`src/rtl/wb_ctrl.sv`:
```
// Writeback controller: picks the rf write source and holds the write port until a load's data returns.
// Latency: 0 cycles for non-load writebacks; loads retire in the lsu_rvalid cycle. wb_ready is low while a load is outstanding.
package wb_ctrl_pkg;
    typedef enum logic [2:0] {
        MAIN_ALU_RESULT = 3'd0,
        DATA_MEM_RDATA  = 3'd1,
        LUI_IMM         = 3'd2,
        PC_PLUS4        = 3'd3,
        CSR_RDATA       = 3'd4
    } rd_data_sel_t;
endpackage

module wb_ctrl
    import wb_ctrl_pkg::*;
#(
    parameter int TIMEOUT = 256
) (
    input  logic         clk,
    input  logic         rstn,
    input  logic         wb_valid,
    output logic         wb_ready,
    input  logic [4:0]   wb_rd,
    input  rd_data_sel_t wb_sel,
    input  logic         flush,
    input  logic         lsu_rvalid,
    output rd_data_sel_t rd_data_sel,
    output logic         rf_we,
    output logic [4:0]   rf_waddr,
    output logic         busy,
    output logic [4:0]   busy_rd,
    output logic         retire,
    output logic         load_fault
);
    localparam int CNT_W = $clog2(TIMEOUT + 1);
    localparam logic [CNT_W-1:0] CNT_LAST = CNT_W'(TIMEOUT - 1);

    typedef enum logic [1:0] {IDLE, WAIT_LOAD, DRAIN} state_t;

    state_t           state_q, state_d;
    logic [CNT_W-1:0] cnt_q, cnt_d;
    logic [4:0]       pend_q, pend_d;
    logic             fault_d;
    logic             ready_raw, we_raw, retire_raw;

    always_ff @(posedge clk) begin
        if (!rstn) begin
            state_q    <= IDLE;
            cnt_q      <= '0;
            pend_q     <= '0;
            busy       <= 1'b0;
            busy_rd    <= '0;
            load_fault <= 1'b0;
        end else begin
            state_q    <= state_d;
            cnt_q      <= cnt_d;
            pend_q     <= pend_d;
            busy       <= (state_d == WAIT_LOAD);
            busy_rd    <= (state_d == WAIT_LOAD) ? pend_d : 5'd0;
            load_fault <= fault_d;
        end
    end

    always_comb begin
        state_d     = state_q;
        cnt_d       = cnt_q;
        pend_d      = pend_q;
        fault_d     = 1'b0;
        rd_data_sel = MAIN_ALU_RESULT;
        rf_waddr    = 5'd0;
        ready_raw   = 1'b0;
        we_raw      = 1'b0;
        retire_raw  = 1'b0;
        case (state_q)
            IDLE: begin
                ready_raw = 1'b1;
                if (wb_valid && !flush) begin
                    if (wb_sel == DATA_MEM_RDATA) begin
                        pend_d  = wb_rd;
                        cnt_d   = '0;
                        state_d = WAIT_LOAD;
                    end else begin
                        // Any other encoding, defined or not, goes straight to the mux.
                        rd_data_sel = wb_sel;
                        rf_waddr    = wb_rd;
                        we_raw      = 1'b1;
                        retire_raw  = 1'b1;
                    end
                end
            end
            WAIT_LOAD: begin
                rd_data_sel = DATA_MEM_RDATA;
                rf_waddr    = pend_q;
                if (flush) begin
                    // A response arriving with the flush is the one being cancelled.
                    cnt_d   = '0;
                    state_d = lsu_rvalid ? IDLE : DRAIN;
                end else if (lsu_rvalid) begin
                    we_raw     = 1'b1;
                    retire_raw = 1'b1;
                    state_d    = IDLE;
                end else if (cnt_q == CNT_LAST) begin
                    fault_d = 1'b1;
                    state_d = IDLE;
                end else begin
                    cnt_d = cnt_q + CNT_W'(1);
                end
            end
            DRAIN: begin
                if (lsu_rvalid || cnt_q == CNT_LAST) begin
                    state_d = IDLE;
                end else begin
                    cnt_d = cnt_q + CNT_W'(1);
                end
            end
            default: state_d = IDLE;
        endcase
    end

    assign wb_ready = rstn & ready_raw;
    assign rf_we    = rstn & we_raw & (rf_waddr != 5'd0);
    assign retire   = rstn & retire_raw;
endmodule

```
`config.mk`:
```
export PLATFORM = sky130hd
export DESIGN_NAME = wb_ctrl
export DESIGN_NICKNAME = d
export VERILOG_FILES = /design/src/rtl/wb_ctrl.sv
export SDC_FILE = /design/constraint.sdc
export NUM_CORES = 1
export LEC_CHECK = 0
export CAP_MARGIN = 30
export CORE_MARGIN = 1.5
export CORE_UTILIZATION = 50
export CTS_CLUSTER_DIAMETER = 120
export DETAILED_ROUTE_END_ITERATION = 6
export PLACE_DENSITY = 0.91
export SYNTH_ARGS = -nofsm -noshare
export SYNTH_HDL_FRONTEND = slang
export SYNTH_SLANG_ARGS = --single-unit
```
`constraint.sdc`:
```
create_clock -name clk -period 3.8 [get_ports clk]
set_clock_uncertainty 0.1 [all_clocks]
set_input_delay 0.76 -clock clk [delete_from_list [all_inputs] [get_ports clk]]
set_output_delay 0.76 -clock clk [all_outputs]
set_load 0.01 [all_outputs]
```
=== Yosys cells after proc, flatten, opt, wreduce, memory -nomap -nowiden ===
Index checks and enable logic that the tools add are counted.

* Logic and storage cells: 62
* Input bits: 13
* Register bits: 23
* Output and inout port bits: 18

* Bitwise logic cells: 5
* Multiplexer cells: 31
* Equality and inequality tests: 10
* Add/subtract/negate cells: 1
* Reduce and logical (&&, ||, !) cells: 9

{| class="wikitable"
|+ Operators by type and width
! cell !! number
|-
| 2-to-1 mux 9 bit || 6
|-
| one-hot mux 9 bit (3 select lines) || 1
|-
| 2-to-1 mux 5 bit || 5
|-
| 2-to-1 mux 2 bit || 7
|-
| one-hot mux 5 bit (2 select lines) || 1
|-
| adder 9 x 1 -> 9 bit (second input constant) || 1
|-
| equality test 9 x 8 -> 1 bit (second input constant) || 1
|-
| 2-to-1 mux 1 bit || 6
|-
| 2-to-1 mux 3 bit || 2
|-
| != test 2 bit (second input constant) || 3
|-
| != test 3 bit (second input constant) || 2
|-
| one-hot mux 2 bit (3 select lines) || 1
|-
| one-hot mux 3 bit (2 select lines) || 1
|-
| AND reduction 6 bit || 1
|-
| nonzero test 5 bit || 1
|-
| equality test 2 x 1 -> 1 bit (second input constant) || 2
|-
| OR reduction 4 bit || 1
|-
| AND 1 bit || 3
|-
| equality test 3 x 1 -> 1 bit (second input constant) || 1
|-
| nonzero test 3 bit || 1
|-
| equality test 2 bit (second input constant) || 1
|-
| logical NOT 2 bit || 1
|-
| inverter 1 bit || 2
|-
| one-hot mux 1 bit (2 select lines) || 1
|-
| other kinds (4) || 4
|}

=== Depth between registers and ports, before layout ===
Gate-level depths: netlist of run 1.

* Word-level depth: 7
* Mapped depth: 8
* Gate-level depth less buffers: 8

=== Least setup slack after synthesis of run 1 ===
Ideal clock, no wire load.

* Path kind: input port to output port
* From: input port flush
* To: output port rf_we
* Required time: 2.940 ns
* Setup slack: 1.192 ns
* Cell stages on the path: 5
* Arrival: 1.748 ns
* Path buffers: 1
* Cell sequence: and3b_1 > nor2b_1 > clkbuf_1 > o221ai_1 > a21oi_1

* Longest elaborated chain between the ends: 6
* Elaborated cells on any way between the ends: 10
* Classes of those cells: mux (5); bitwise (2); reduce/logical (3)

{| class="wikitable"
|+ RTL lines
! what !! line !! text
|-
| start: declaration || 24 || <nowiki>input logic flush,</nowiki>
|-
| logical NOT 1 bit || 76 || <nowiki>if (wb_valid && !flush) begin</nowiki>
|-
| logical AND 1 bit || 76 ||
|-
| 2-to-1 mux 5 bit / 2-to-1 mux 1 bit (equally long branches) || 76 ||
|-
| one-hot mux 5 bit (2 select lines) / one-hot mux 1 bit (2 select lines) (equally long branches) || 73 || <nowiki>case (state_q)</nowiki>
|-
| nonzero test 5 bit / AND 1 bit (equally long branches) || 120 || <nowiki>assign rf_we = rstn & we_raw & (rf_waddr != 5'd0);</nowiki>
|-
| AND 1 bit (*) || 120 ||
|-
| end: declaration || 27 || <nowiki>output logic rf_we,</nowiki>
|}

Mark *: on every way between the ends. The rest lies on a longest branch, timed or not.

=== Worst setup path in the final report of run 1 ===
Ends and elaborated chain as after synthesis.

==> results.md, run 1 <==
Outcome:
- The run finished with clean final reports.

Logic synthesis:
- By area the synthesized netlist is led by sky130_fd_sc_hd__dfxtp_1 (35%), sky130_fd_sc_hd__ha_1 (5.7%), sky130_fd_sc_hd__a2111oi_0 (4.0%).
- Summed over all instances, the cell type with the most area after synthesis is sky130_fd_sc_hd__dfxtp_1.
- The number of warnings reported in the yosys synthesis log is 0.
- Summing the sequential cell areas from Yosys gives 34.7% of the chip area.
- The dominant synthesized flop cell is sky130_fd_sc_hd__dfxtp_1.
- The synthesized flop and latch total is 23.
- Yosys mapped a number of flops with a built-in enable equal to 0.
- The area fraction of the dominant cell type after synthesis is 34.7%.
- The async set or reset register ratio after synthesis is 0%.
- Counting distinct cell types in the post-synthesis netlist gives 48.
- Dividing the synthesized area by the synthesized cell count gives 9.08 um^2.
- The number of cells produced by synthesis is 146.
- The post-synthesis cell area is 0.00133 mm^2.
- When the netlist entered floorplanning its net count stood at 165.

Routing:
- The number of DRC markers in iteration 0 is 39.
- In the routed design, unresolved DRC markers number 0.
- The pre-antenna-repair detailed-routing pass consisted of 6 iterations.
- The residual antenna-violating net count after detailed routing is 0.
- The routed wire length is 3.18 mm.
- In the final routed layout, each cell accounts on average for 15.5 um.
- Dividing the detail-routed via count by the number of cells gives 6.16.
- The routed layout has 1263 vias.

Floorplanning:
- In this run the vertical extent of the chip is 54.5 um.
- 31 I/O pins were placed.
- The die is 54.5 um wide.
- In this run the standard cell core region covers 0.00250 mm^2.
- The row count is 18.
- The starting density of the core is 53.0%.
- The die covers 0.00297 mm^2.

STA:
- The smallest clock period supported by the final layout is computed as 3.62 ns.
- The final hold violation count is 0.
- The total count of max-transition violations in the final report is 0.
- On the final layout, the worst hold slack is 0.390 ns.
- The slew at the pin closest to its max-slew limit is 0.683 ns.
- Setup repair after global routing left no endpoint under its margin.
- Setup violations remaining at the end of the flow were counted as 0.
- The worst pin sits at a relative slew slack of 54.5%.
- Timing would allow up to 276 MHz.
- The post-route clock period utilization is 95.4%.
- The sum of negative setup slack is 0 ns.
- Setup slack closes at 0.176 ns.

Clock tree:
- Hold repair after CTS inserted 0 buffers.
- The post-cts resize count is 0.
- Buffers inserted during clock tree synthesis total 3.
- The clock latency on the worst-skew pair is 0.32 ns.
- The number of setup buffers added after CTS is 0.
- The clock tree buffer depth is 2.
- TritonCTS built the clock tree.
- In this run the number of H-tree levels came out at 1.
- The tree is rooted in a sky130_fd_sc_hd__clkbuf_4.
- The number of sinks on the clock net is 23.
- The clock slew seen by the registers of the worst setup and hold paths is 0.13 ns.

Global route:
- The number of antenna violations at the first check in global routing was 0.
- For this run the aggregate overflow at the end of global routing stands at 0.
- The largest net degree at the start of global routing is 16.
- Global routing used 23.3% of the available tracks.
- The number of global-route vias before repair is 1215.
- The first global-routing pass estimated 5.04 mm of wire.

Cells and area:
- After the last flow step, the layout net total stands at 195.
- In the layout the commonest cells are sky130_fd_sc_hd__clkdlybuf4s50_1 (30), sky130_fd_sc_hd__dfxtp_1 (23), sky130_fd_sc_hd__nor2_1 (9), sky130_fd_sc_hd__inv_1 (7), sky130_fd_sc_hd__nand2_1 (7).
- The share of cells above drive strength 1 is 7.43%.
- Relative to the synthesized area, the layout overhead comes to 26.0%.
- In the final layout, flip-flops and latches occupy 460 um^2.
- The filler cells instantiated in the layout total 217.
- The repair_antennas step left the layout with diodes totalling 0.
- The area taken by multi-input logic gates is 796 um^2.
- Leaving out fill and tap cells, the most frequent cell in the layout is sky130_fd_sc_hd__clkdlybuf4s50_1.

Power and ir drop:
- The maximum vdd ir drop is 0.000274 V.
- The leakage power total is 0.608 nW.
- Dividing total power by cell area gives a power density of 256 mW/mm^2.

Min path:
- The worst hold-check path type is flop to flop.

Flow run:
- The tool flagged a number of max-cap violations equal to 0.

Setup path:
- The critical path startpoint category is an input port.
- STA classifies the critical path endpoint as a primary output.
- The maximum fanout count along the critical path is 6.
- The required arrival time at the worst endpoint is 2.94 ns.
- The critical path start-end classification is input port to primary output.
- At the worst endpoint, the arrival time is 2.76 ns.

Placement:
- During placement, the flow inserted port buffers numbering 30.
- The last weighted congestion value of the routability-driven placer is 0.786.
- Prior to clock tree synthesis, the placed netlist has a worst setup slack of 0.200 ns.
- Once detailed placement completed, the half-perimeter wirelength came to 2.39 mm.
==> registers in the layout, summed over array words and instances (netlist names) <==
name	flops
busy	1
pend_q	5
busy_rd	5
state_q	2
load_fault	1
cnt_q	9
==> per-layer routing <==
layer	GRT usage, %	up-vias	wire length (um)
li1	-	610	-
met1	24.5	616	1360
met2	45.0	35	1640
met3	6.28	2	150
met4	5.83	0	29
met5	0	-	0
==> final cells by class <==
cell class,count,area share (%)
well taps,30,2.25
inverters,8,1.80
clock inverters,1,0.450
clock buffers,3,1.35
multi-input cells,108,47.7
repair buffers,32,18.9
flip-flops and latches,23,27.6
==> worst max-delay path, cell delays in order <==
cell and delay [ns]:
sky130_fd_sc_hd__clkdlybuf4s50_1 0.48, sky130_fd_sc_hd__and3b_1 0.31, sky130_fd_sc_hd__nor2b_1 0.33, sky130_fd_sc_hd__o221ai_1 0.15, sky130_fd_sc_hd__a21oi_1 0.18, sky130_fd_sc_hd__clkdlybuf4s50_1 0.56
==> power breakdown <==
group          internal (mW)  switching [mW]
Combinational         0.0326          0.0309
Sequential             0.242        0.000955
Clock                 0.0402          0.0797
==> stage by stage <==
step,cell area [um^2],power (mW),utilization [%],instances
floorplan,1330,0.278,-,146
global placement,1640,0.309,65.6,201
detailed placement,1640,0.311,65.6,201
CTS,1670,0.428,66.8,205
global route,1670,0.443,66.8,205
finish,1670,0.427,66.8,205
==> synthesized netlist by cell type (2+ instances only) <==
cell type / count
sky130_fd_sc_hd__a21o_1: 2
sky130_fd_sc_hd__o21ai_0: 4
sky130_fd_sc_hd__nor2b_1: 3
sky130_fd_sc_hd__nor2_1: 9
sky130_fd_sc_hd__o22ai_1: 2
sky130_fd_sc_hd__nand3_1: 4
sky130_fd_sc_hd__a22o_1: 5
sky130_fd_sc_hd__o221a_1: 2
sky130_fd_sc_hd__nor3_1: 4
sky130_fd_sc_hd__o221ai_1: 2
sky130_fd_sc_hd__or3_1: 3
sky130_fd_sc_hd__inv_1: 7
sky130_fd_sc_hd__or4_1: 5
sky130_fd_sc_hd__mux2i_1: 5
sky130_fd_sc_hd__and2_1: 3
sky130_fd_sc_hd__a2111oi_0: 6
sky130_fd_sc_hd__clkbuf_1: 4
sky130_fd_sc_hd__o211ai_1: 3
sky130_fd_sc_hd__dfxtp_1: 23
sky130_fd_sc_hd__o31ai_1: 3
sky130_fd_sc_hd__nand2b_1: 4
sky130_fd_sc_hd__a21oi_1: 6
sky130_fd_sc_hd__ha_1: 6
sky130_fd_sc_hd__nand2_1: 7
==> final timing paths <==
kind	start	to	slack (ns)	cells past startpoint
max reg2reg	cnt_q[0]	cnt_q[2]	1.49	8
max	flush	rf_we	0.18	6
min	cnt_q[8]	cnt_q[8]	0.39	2
min reg2reg	cnt_q[8]	cnt_q[8]	0.39	2
==> cell families after synthesis <==
group           count (synthesis)  share of synthesized area (%)
compound gates                 46                           28.2
fa+ha+maj                       6                           5.67
buf+inv                        15                           5.19
flops                          23                           34.7
mux                             5                           3.78
simple gates                   51                           22.4
No activity file was read; power rests on OpenSTA's default activity.
==> run 2: changes to the inputs <==
CORE_UTILIZATION = 44   (was 50)
CTS_BUF_LIST = sky130_fd_sc_hd__clkbuf_16   (was unset)
PLACE_DENSITY = 0.86   (was 0.91)
clock period = 3 ns   (was 3.8 ns; I/O delays follow)
==> run 2 against run 1 <==
Setup slack worse by 0.057 ns; die area rose by 13%; final area rose by 7.0%; global-route usage decreased by 0.76 points; final cell count grew 5.4%; sequential cell count unchanged; register-to-register slack got worse by 0.73 ns; worst hold slack worse by 0.0062 ns; sequential share of layout area decreased by 1.8 points; critical path type unchanged.
==> results.md, run 2 (synthesized netlist as in run 1, its figures left out) <==
Routing:
- The count of vias placed by the detailed router is 1295 (was 1263).
- The number of iterations in the first detailed-routing pass is 4 (was 6).
- The per-cell routed wire length is 15.6 um (was 15.5 um).
- The number of DRC markers in iteration 0 was 75 (was 39).
- The detailed-route vias per instance is 6.00 (was 6.16).
- The routed wire length was 3.38 mm (was 3.18 mm).
- The residual antenna-violating net count after detailed routing came to 0 (unchanged).
- The number of remaining DRC errors is 0 (unchanged).

Setup path:
- The critical path startpoint category is an input port (unchanged).
- The cell family contributing the most delay on the critical path is buffers and inverters (unchanged).
- Chain of cells forming the critical path: clkdlybuf4s50_1 > and3b_1 > nor2b_1 > buf_4 > a21o_1 > clkdlybuf4s50_1 (was clkdlybuf4s50_1 > and3b_1 > nor2b_1 > o221ai_1 > a21oi_1 > clkdlybuf4s50_1).
- The largest stage delay on the critical path is 0.48 ns (was 0.56 ns).
- The cell with the largest stage delay on the worst path is sky130_fd_sc_hd__clkdlybuf4s50_1 (unchanged).
- The data arrival time of the critical path was 2.18 ns (was 2.76 ns).
- The number of cells on the worst reg-to-reg path is 8 (unchanged).
- The required arrival time at the worst endpoint came to 2.30 ns (was 2.94 ns).
- The critical path start-end classification is input port to primary output (unchanged).
- The endpoint kind of the worst setup timing path is a primary output (unchanged).
- The most common cell type on the critical path is sky130_fd_sc_hd__clkdlybuf4s50_1 (unchanged).
- The number of logic stages on the critical path including buffering is 6 (unchanged).
- The register-to-register path setup slack was 0.76 ns (was 1.49 ns).
- The maximum fanout count along the critical path is 5 (was 6).
- The endpoint of the worst register-to-register path is cnt_q[3] (was cnt_q[2]).
- The sum of buffers and inverters on the critical path was 3 (was 2).
- The worst flop-to-flop path startpoint is cnt_q[0] (unchanged).

Cells and area:
- Largest registers: cnt_q x9, busy_rd x5, pend_q x5 (unchanged).
- The post-layout utilization of the core is 63.7% (was 66.8%).
- The summed area of non-filler cells in the final layout was 0.00179 mm^2 (was 0.00167 mm^2).
- The register area is 460 um^2 (unchanged).
- Most frequent cells in the layout: sky130_fd_sc_hd__dfxtp_1 (23), sky130_fd_sc_hd__clkdlybuf4s50_1 (23), sky130_fd_sc_hd__buf_4 (12), sky130_fd_sc_hd__nor2_1 (9) (was sky130_fd_sc_hd__clkdlybuf4s50_1 (30), sky130_fd_sc_hd__dfxtp_1 (23), sky130_fd_sc_hd__nor2_1 (9), sky130_fd_sc_hd__inv_1 (7), sky130_fd_sc_hd__nand2_1 (7)).
- The fill cell total of the finished layout came to 252 (was 217).
- The area taken by multi-input logic gates is 796 um^2 (unchanged).
- The number of flip-flops under the largest register name is 9 (unchanged).
- The largest register by flop count is cnt_q (unchanged).
- The final cell count without fillers is 216 (was 205).
- The count of antenna diodes in the layout is 0 (unchanged).
- The final net count is 205 (was 195).
- The share of cells above drive strength 1 came to 12.4% (was 7.43%).
- The layout overhead on the synthesized area is 34.8% (was 26.0%).

STA:
- The worst-case headroom to the max-slew limit was 55.1% (was 54.5%).
- The worst setup slack after layout is 0.119 ns (was 0.176 ns).
- The final critical delay including setup and external delays is 2.88 ns.
- The sum of negative setup slack is 0 ns (unchanged).
- The final hold violation count is 0 (unchanged).
- The slew at the pin closest to its max-slew limit is 0.674 ns (was 0.683 ns).
- RSZ-0062 raised after global routing: no (unchanged).
- The maximum frequency from static timing analysis is 347 MHz.
- The total count of max-transition violations in the final report was 0 (unchanged).
- The final number of setup-violating endpoints came to 0 (unchanged).
- In the finished design, the share of the clock period the worst path needs comes to 96.0%.

Flow run:
- The total of max-cap violations is 0 (unchanged).

Power and ir drop:
- The areal power density over the cells came to 386 mW/mm^2 (was 256 mW/mm^2).
- The clock power share is 42.8% (was 28.1%).
- The switching power came to 0.157 mW (was 0.112 mW).
- The maximum vdd ir drop is 0.000418 V (was 0.000274 V).
- The combinational share of power is 12.5% (was 14.9%).
- The net switching share of the total power is 22.8% (was 26.1%).
- The part of the total power dissipated in sequential elements is 44.7% (was 57.0%).
- The internal power component came to 0.533 mW (was 0.315 mW).
- The leakage power total came to 0.714 nW (was 0.608 nW).

Clock tree:
- The number of sinks on the clock net came to 23 (unchanged).
- The clock tree buffer depth is 2 (unchanged).
- The clock latency on the worst-skew pair came to 0.26 ns (was 0.32 ns).
- The clock slew seen by the registers of the worst setup and hold paths was 0.06 ns (was 0.13 ns).
- The clock root buffer master is sky130_fd_sc_hd__clkbuf_16 (was sky130_fd_sc_hd__clkbuf_4).
- The clock tree from TritonCTS is built (unchanged).
- The total setup buffers inserted after CTS is 0 (unchanged).
- The H-tree depth is 1 (unchanged).
- The CTS buffer count is 3 (unchanged).

Placement:
- The placed cell count came to 212 (was 201).
- The instance area at placement is 0.00172 mm^2 (was 0.00164 mm^2).
- The worst-case setup slack after placement came to -0.0664 ns (was 0.200 ns).
- The last weighted congestion value of the routability-driven placer is 0.879 (was 0.786).
- The total of buffers placed on input and output ports is 30 (unchanged).
- The detailed placer's ending HPWL is 2.61 mm (was 2.39 mm).

Floorplanning:
- The overall die area came to 0.00335 mm^2 (was 0.00297 mm^2).
- The row count is 19 (was 18).
- The I/O pin count is 31 (unchanged).
- The width of the die is 57.9 um (was 54.5 um).
- The core footprint is 0.00281 mm^2 (was 0.00250 mm^2).
- The starting density of the core is 47.2% (was 53.0%).
- The overall die height is 57.9 um (was 54.5 um).

Min path:
- The worst hold-check path type is flop to flop (unchanged).
- The number of instances on the worst hold path is 2 (unchanged).
- The hold path endpoint is cnt_q[8] (unchanged).
- The startpoint of the tightest hold check path is cnt_q[8] (unchanged).

Global route:
- The number of global-route vias before repair came to 1362 (was 1215).
- The global-route wire length before repair is 5.92 mm (was 5.04 mm).
- The overall track demand over capacity in global routing is 22.5% (was 23.3%).
- The number of antenna violations at the first check in global routing is 0 (unchanged).
- The largest net degree at the start of global routing is 16 (unchanged).
- The final global-route overflow total was 0 (unchanged).

Outcome:
- Result of the run: finished, final reports clean (unchanged).
==> run 2: cell types whose count changed in the layout (fill, tap and decap cells not counted) <==
| cell | delta |
|---|---|
| sky130_fd_sc_hd__buf_4 | +10 |
| sky130_fd_sc_hd__clkbuf_16 | +3 |
| sky130_fd_sc_hd__clkbuf_4 | -3 |
| sky130_fd_sc_hd__clkdlybuf4s50_1 | -7 |
| sky130_fd_sc_hd__clkinv_2 | +1 |
| sky130_fd_sc_hd__clkinvlp_4 | -1 |
| sky130_fd_sc_hd__dlygate4sd2_1 | +7 |
==> run 2: layer usage <==
layer / track usage, % / share of wire [%] / up-vias
li1: - / - / 636
met1: 26.3 / 41 / 603
met2: 40.4 / 52 / 50
met3: 5.13 / 5.3 / 6
met4: 7.64 / 1.9 / 0
met5: 0 / 0 / -
==> run 2: worst max path at each step <==
stage          start              to  slack [ns]
2_1_floorplan  flush           rf_we        0.71
3_3_place_gp   flush     rf_waddr[3]       -0.02
3_5_place_dp   flush           rf_we       -0.07
4_1_cts        flush  rd_data_sel[0]        0.11
5_1_grt        flush  rd_data_sel[0]        0.04
6_report       flush  rd_data_sel[0]        0.12
==> run 2: layout make-up <==
class                   count  share of cell area (%)
well taps                  31                    2.17
inverters                   8                    1.68
clock inverters             1                   0.280
clock buffers               3                    4.20
flip-flops and latches     23                    25.8
multi-input cells         108                    44.5
repair buffers             42                    21.4
==> run 2: what timing repair did <==
item,in CTS,in global routing
endpoints found under the setup margin,7,0
resized for setup,7,0
hold buffers,0,0
==> run 2: stage by stage <==
stage                     hold WS [ns]  power, mW
after floorplan                  0.344      0.352
after global placement           0.355      0.401
after detailed placement         0.376      0.404
after CTS                        0.384      0.694
after global routing             0.399      0.713
final                            0.384      0.690
==> run 2: worst min-delay path, delay by kind of cell (launching register included) <==
kind,cells,cell delay (ns)
AO/OA/AOI/OAI,2,0.12
flip-flops,1,0.31
==> run 2: power groups by stage <==
stage	clock (mW)	sequential (mW)	combinational (mW)
after detailed placement	0	0.315	0.0890
after CTS	0.299	0.308	0.0864
final	0.295	0.308	0.0862
after global placement	0	0.315	0.0864
after floorplan	0	0.315	0.0376
after global routing	0.311	0.308	0.0940
